[config.mk]
export PLATFORM = sky130hd
export DESIGN_NAME = group_word_arbiter
export DESIGN_NICKNAME = d
export VERILOG_FILES = /design/src/rtl/group_word_arbiter.sv
export SDC_FILE = /design/constraint.sdc
export NUM_CORES = 1
export LEC_CHECK = 0
export BUFFER_PORTS_ARGS = -buffer_cell sky130_fd_sc_hd__clkbuf_2
export CAP_MARGIN = 20
export CORE_ASPECT_RATIO = 1.4
export CORE_UTILIZATION = 30
export CTS_CLUSTER_SIZE = 20
export DETAILED_ROUTE_END_ITERATION = 10
export GPL_TIMING_DRIVEN = 0
export PLACE_DENSITY = 0.71
export SYNTH_ARGS = -nofsm -noshare
export SYNTH_HDL_FRONTEND = slang
export SYNTH_SLANG_ARGS = --single-unit
export TNS_END_PERCENT = 5
[constraint.sdc]
create_clock -name clk -period 8.4 [get_ports clk]
set_clock_uncertainty 0.05 [all_clocks]
set_input_delay 1.68 -clock clk [delete_from_list [all_inputs] [get_ports clk]]
set_output_delay 1.68 -clock clk [all_outputs]
set_load 0.005 [all_outputs]
[src/rtl/group_word_arbiter.sv]
// Round-robin arbiter granting N word producers exclusive access to the group buffer RMW port.
// A per-grant watchdog revokes a stuck grant and masks that channel until it drops its request.
module group_word_arbiter #(
  parameter int unsigned N_CH       = 5,
  parameter int unsigned DW         = 12,
  parameter int unsigned AW         = 10,
  parameter int unsigned TMO_CYCLES = 4096
) (
  input  logic               clk,
  input  logic               reset,
  input  logic [N_CH-1:0]    ch_busy,
  output logic [N_CH-1:0]    ch_gnt,
  input  logic [N_CH*DW-1:0] ch_wdata,
  input  logic [N_CH*AW-1:0] ch_waddr,
  input  logic [N_CH-1:0]    ch_wren,
  input  logic [N_CH*AW-1:0] ch_raddr,
  input  logic [N_CH-1:0]    ch_rden,
  output logic [N_CH*DW-1:0] ch_rdata,
  output logic [DW-1:0]      comm_wdata,
  output logic [AW-1:0]      comm_waddr,
  output logic               comm_wren,
  output logic [AW-1:0]      comm_raddr,
  output logic               comm_rden,
  input  logic [DW-1:0]      comm_rdata,
  output logic               comm_busy,
  output logic [N_CH-1:0]    tmo_flag,
  input  logic               tmo_clr
);

  localparam int unsigned PW       = (N_CH <= 2) ? 1 : $clog2(N_CH);
  localparam int unsigned WDW      = (TMO_CYCLES < 2) ? 1 : $clog2(TMO_CYCLES + 1);
  localparam int unsigned TMO_LAST = (TMO_CYCLES == 0) ? 0 : TMO_CYCLES - 1;

  typedef enum logic [1:0] {IDLE, GRANT, GAP} state_e;

  state_e          r_state, w_state_n;
  logic [N_CH-1:0] r_gnt, w_gnt_n;
  logic [PW-1:0]   r_rr_ptr, w_rr_ptr_n;
  logic [WDW-1:0]  r_wdog, w_wdog_n;
  logic [N_CH-1:0] r_mask, w_mask_n;
  logic [N_CH-1:0] r_tmo_flag, w_tmo_flag_n;
  logic [N_CH-1:0] w_elig, w_tmo_set;
  logic            w_found;
  logic [PW-1:0]   w_win;

  assign w_elig = ch_busy & ~r_mask;

  // First eligible channel after rr_ptr, wrapping modulo N_CH
  always_comb begin
    int unsigned idx;
    idx     = 0;
    w_found = 1'b0;
    w_win   = '0;
    for (int unsigned k = 1; k <= N_CH; k++) begin
      idx = 32'(r_rr_ptr) + k;
      if (idx >= N_CH) idx = idx - N_CH;
      if (!w_found && w_elig[idx]) begin
        w_found = 1'b1;
        w_win   = PW'(idx);
      end
    end
  end

  always_ff @(posedge clk or negedge reset) begin
    if (!reset) begin
      r_state    <= IDLE;
      r_gnt      <= '0;
      r_rr_ptr   <= PW'(N_CH - 1);
      r_wdog     <= '0;
      r_mask     <= '0;
      r_tmo_flag <= '0;
    end else begin
      r_state    <= w_state_n;
      r_gnt      <= w_gnt_n;
      r_rr_ptr   <= w_rr_ptr_n;
      r_wdog     <= w_wdog_n;
      r_mask     <= w_mask_n;
      r_tmo_flag <= w_tmo_flag_n;
    end
  end

  always_comb begin
    w_state_n  = r_state;
    w_gnt_n    = r_gnt;
    w_rr_ptr_n = r_rr_ptr;
    w_wdog_n   = r_wdog;
    w_tmo_set  = '0;
    unique case (r_state)
      IDLE: begin
        if (w_found) begin
          w_gnt_n    = N_CH'(1) << w_win;
          w_rr_ptr_n = w_win;
          w_wdog_n   = '0;
          w_state_n  = GRANT;
        end
      end
      GRANT: begin
        if (r_wdog != WDW'(TMO_CYCLES)) w_wdog_n = r_wdog + WDW'(1);
        if ((ch_busy & r_gnt) == '0) begin
          w_gnt_n   = '0;
          w_state_n = GAP;
        end else if (TMO_CYCLES != 0 && r_wdog == WDW'(TMO_LAST)) begin
          w_tmo_set = r_gnt;
          w_gnt_n   = '0;
          w_state_n = GAP;
        end
      end
      GAP:     w_state_n = IDLE;
      default: begin
        w_gnt_n   = '0;
        w_state_n = IDLE;
      end
    endcase
    // A timeout set in the same cycle as tmo_clr survives the clear
    w_mask_n     = (r_mask & ch_busy) | w_tmo_set;
    w_tmo_flag_n = (tmo_clr ? '0 : r_tmo_flag) | w_tmo_set;
  end

  // One-hot grant steers the shared port; everything is zero without a grant
  always_comb begin
    comm_wdata = '0;
    comm_waddr = '0;
    comm_wren  = 1'b0;
    comm_raddr = '0;
    comm_rden  = 1'b0;
    ch_rdata   = '0;
    for (int unsigned i = 0; i < N_CH; i++) begin
      if (r_gnt[i]) begin
        comm_wdata           = ch_wdata[i*DW +: DW];
        comm_waddr           = ch_waddr[i*AW +: AW];
        comm_wren            = ch_wren[i];
        comm_raddr           = ch_raddr[i*AW +: AW];
        comm_rden            = ch_rden[i];
        ch_rdata[i*DW +: DW] = comm_rdata;
      end
    end
  end

  assign ch_gnt    = r_gnt;
  assign comm_busy = (r_state == GRANT);
  assign tmo_flag  = r_tmo_flag;

endmodule

==> impl_metrics.json <==
{
  "status": "finished clean",
  "clkSinkCount": 33,
  "period_share": 0.567,
  "instances_no_fill": 1175,
  "power.density_nw_per_um2": 326,
  "cp-start-kind": "flip-flop",
  "cts_setup_buffers": 0,
  "drv_cap": 0,
  "drcViolationCount": 0,
  "drt-initial-drc-count": 340,
  "synth_compound_area_frac": 0.326,
  "core-area_um2": 14600,
  "yosys_warnings": 0,
  "final_nets": 1187,
  "firstDrtPassIters": 5,
  "final-max-slew-violation-count": 0,
  "cpPeakStageDelay_ns": 0.60,
  "tns_ns": 0,
  "synth_cells": 681,
  "vias": 6244,
  "synth_top_family_by_area": "simple AND/OR/NAND/NOR gates",
  "avgRoutedWirePerCell_um": 19.2,
  "slowest_stage": "dfrtp_1",
  "worst_pin_slew_ns": 0.889,
  "fin_crit_ns": 4.76,
  "max-clock-path-buffers": 2,
  "synthXorXnorAreaFrac": 0.0190,
  "routabilityCongestion": 0.980,
  "ant_nets": 0,
  "hold_viol_final": 0,
  "ctsHoldBuffers": 0,
  "synth_area_per_cell_um2": 6.68,
  "crit_required_ns": 8.51,
  "pre_cts_ws_ns": 3.79,
  "synth_area_um2": 4550,
  "ys.flop_type": "dfrtp_1",
  "rsz0062_at_grt": "false",
  "syn2layout_area_growth_pct": 41.2,
  "synth-seq-cells": 33,
  "die_w_um": 106,
  "yosysTopAreaCellShare": 0.176,
  "path_buf_inv": 7,
  "htreeDepth": 2,
  "crit_fanout": 10,
  "yosys.area_share.simple": 0.350,
  "viasPerCell": 5.31,
  "setup_viol": 0,
  "yosysSeqAreaShare": 0.182,
  "ys_async_sr_fraction": 1.00,
  "cts_tree": "done",
  "synthTopCellsByArea": "dfrtp_1, a21oi_1, and2_1",
  "cts.clk_slew.worst_paths_ns": 0.05,
  "synth_top_area_cell": "dfrtp_1",
  "die-area_um2": 15700,
  "ios": 295,
  "worst_setup_path_end_kind": "flip-flop",
  "synthMuxAreaShare": 0.0209,
  "grt_max_degree": 34,
  "fmax_mhz": 210,
  "synth_edf_count": 0,
  "dp_cells": 1164,
  "wirelength_mm": 22.5,
  "grt_pass1_vias": 5963,
  "cts_root_buf": "clkbuf_16",
  "critPathTopFamily": "buffers and inverters",
  "grt-ovfl-total": 0,
  "clkLatencyLatePin_ns": 0.28,
  "hp-class": "flip-flop to flip-flop",
  "power_w": 0.00209,
  "critical_path_class": "flip-flop to flip-flop",
  "ys_types": 76,
  "ctsResizeCount": 0,
  "grt_pass1_wl_mm": 33.0,
  "ir_worst_vdd_mv": 0.138,
  "start_util": 0.311,
  "drive_gt1_frac": 0.341,
  "synth_fp_nets": 885,
  "antenna_found_initial": 2,
  "numPortBuffers": 294,
  "synthAdderAreaFrac": 0.0385,
  "cts_buffers": 5,
  "track_usage": 0.279,
  "crit_chain": "buf_4, buf_4, inv_1, ha_1, buf_2, buf_1, o21ai_0, and2_1, or4_1, nand4_1, nor3_1, nor3_1, clkbuf_1, buf_2, nor2_1",
  "fp-row-count": 52,
  "critPathArrivalTime_ns": 4.87,
  "p_leak_nw": 3.22,
  "setup_ws_ns": 3.64,
  "die_height_um": 148,
  "hold_ws_ns": 0.419,
  "dp_hpwl_mm": 18.5,
  "slew_headroom": 0.407
}
==> sequential cells by signal, indices dropped and copies added (netlist names) <==
name,flops
r_wdog,13
r_state,2
r_rr_ptr,3
tmo_flag,5
r_mask,5
ch_gnt,5
==> per-stage QoR <==
stage,cell area (um2),util
2_1_floorplan,4550,-
3_3_place_gp,6260,0.428
3_5_place_dp,6260,0.428
4_1_cts,6420,0.438
5_1_grt,6420,0.439
6_report,6430,0.439
==> cell usage after synthesis (2+ instances only) <==
cell       instances
buf_2              6
buf_1              5
xnor2_1            7
o32ai_1            2
and2_1            64
o211a_1            2
a31oi_1            2
clkbuf_1          36
o31ai_1            4
or3b_2             2
a22oi_1           35
buf_4              3
dfrtp_1           32
nor4_1             5
nor4b_1            3
ha_1              14
nand2b_1           9
nand4_1            2
o2bb2ai_1          4
mux2i_1            5
nor3_1            13
a211o_1            2
a211oi_4           2
and3_1             3
or2_2              3
nor2_1            90
o211ai_1           5
a211oi_1           2
a21o_1             4
or3_1              8
nand2_1           69
inv_1             19
nor2b_1           13
nor3b_1            2
or4_1              4
o21ai_0           59
nand3b_1           4
nand3_1           13
a21oi_1           87
==> worst register-to-register path: cells and delay by family (launching register included) <==
family          cells  cell delay [ns]
simple gates        6             1.27
buf+inv             7             2.11
fa+ha+maj           1             0.33
compound gates      1             0.29
flops               1             0.60
==> power by group <==
group / internal, W / switching [W] / total, W / leakage, nW
Combinational: 0.000650 / 0.00102 / 0.00167 / 2.70
Sequential: 0.000186 / 0.0000441 / 0.000230 / 0.447
Clock: 0.000125 / 0.0000673 / 0.000193 / 0.0799
==> logic make-up (layout without fill, tap and decap cells) <==
group,Yosys count,in the layout
compound gates,232,232
xor+xnor,9,9
fa+ha+maj,14,14
buf+inv,70,373
flops,33,33
mux,8,8
other cells,0,2
simple gates,315,315
==> final timing paths <==
check,start,endpoint,slack [ns],cells past startpoint
worst max-delay path,r_rr_ptr[0]$_DFFE_PN0P_,r_wdog[12]$_DFFE_PN0P_,3.64,15
worst min-delay path,r_mask[4]$_DFF_PN0_,r_mask[4]$_DFF_PN0_,0.42,2
worst max register to register,r_rr_ptr[0]$_DFFE_PN0P_,r_wdog[12]$_DFFE_PN0P_,3.64,15
worst min register to register,r_mask[4]$_DFF_PN0_,r_mask[4]$_DFF_PN0_,0.42,2
max in group asynchronous,reset,r_mask[4]$_DFF_PN0_,6.28,1
min in group asynchronous,reset,r_wdog[2]$_DFFE_PN0P_,1.46,1
==> layout make-up <==
| cell class | instances | area [um2] |
|---|---|---|
| fillers | 1588 | 8210 |
| multi-input cells | 578 | 3430 |
| repair buffers | 295 | 1480 |
| flip-flops and latches | 33 | 827 |
| well taps | 189 | 236 |
| plain buffers | 51 | 218 |
| clock buffers | 7 | 153 |
| inverters | 19 | 71.3 |
| clock inverters | 1 | 5.00 |
| diodes | 2 | 5.00 |
==> layer usage <==
layer,GRT usage,vias up,part of all wire
li1,-,3019,-
met1,0.332,2859,0.38
met2,0.492,323,0.50
met3,0.0423,43,0.089
met4,0.127,0,0.033
met5,0,-,0
==> cells in the final DEF, fill, tap and decap left out, types with 5 or more instances in the layout <==
cell       instances
a21oi_1           87
a22oi_1           35
and2_1            64
buf_1              5
buf_2              7
clkbuf_1          36
clkbuf_16          5
clkbuf_2         294
dfrtp_1           32
ha_1              14
inv_1             19
mux2i_1            5
nand2_1           69
nand2b_1           9
nand3_1           13
nor2_1            90
nor2b_1           13
nor3_1            13
nor4_1             5
o211ai_1           5
o21ai_0           59
or3_1              8
xnor2_1            7
Note: power is estimated with default switching activity, not from simulation.
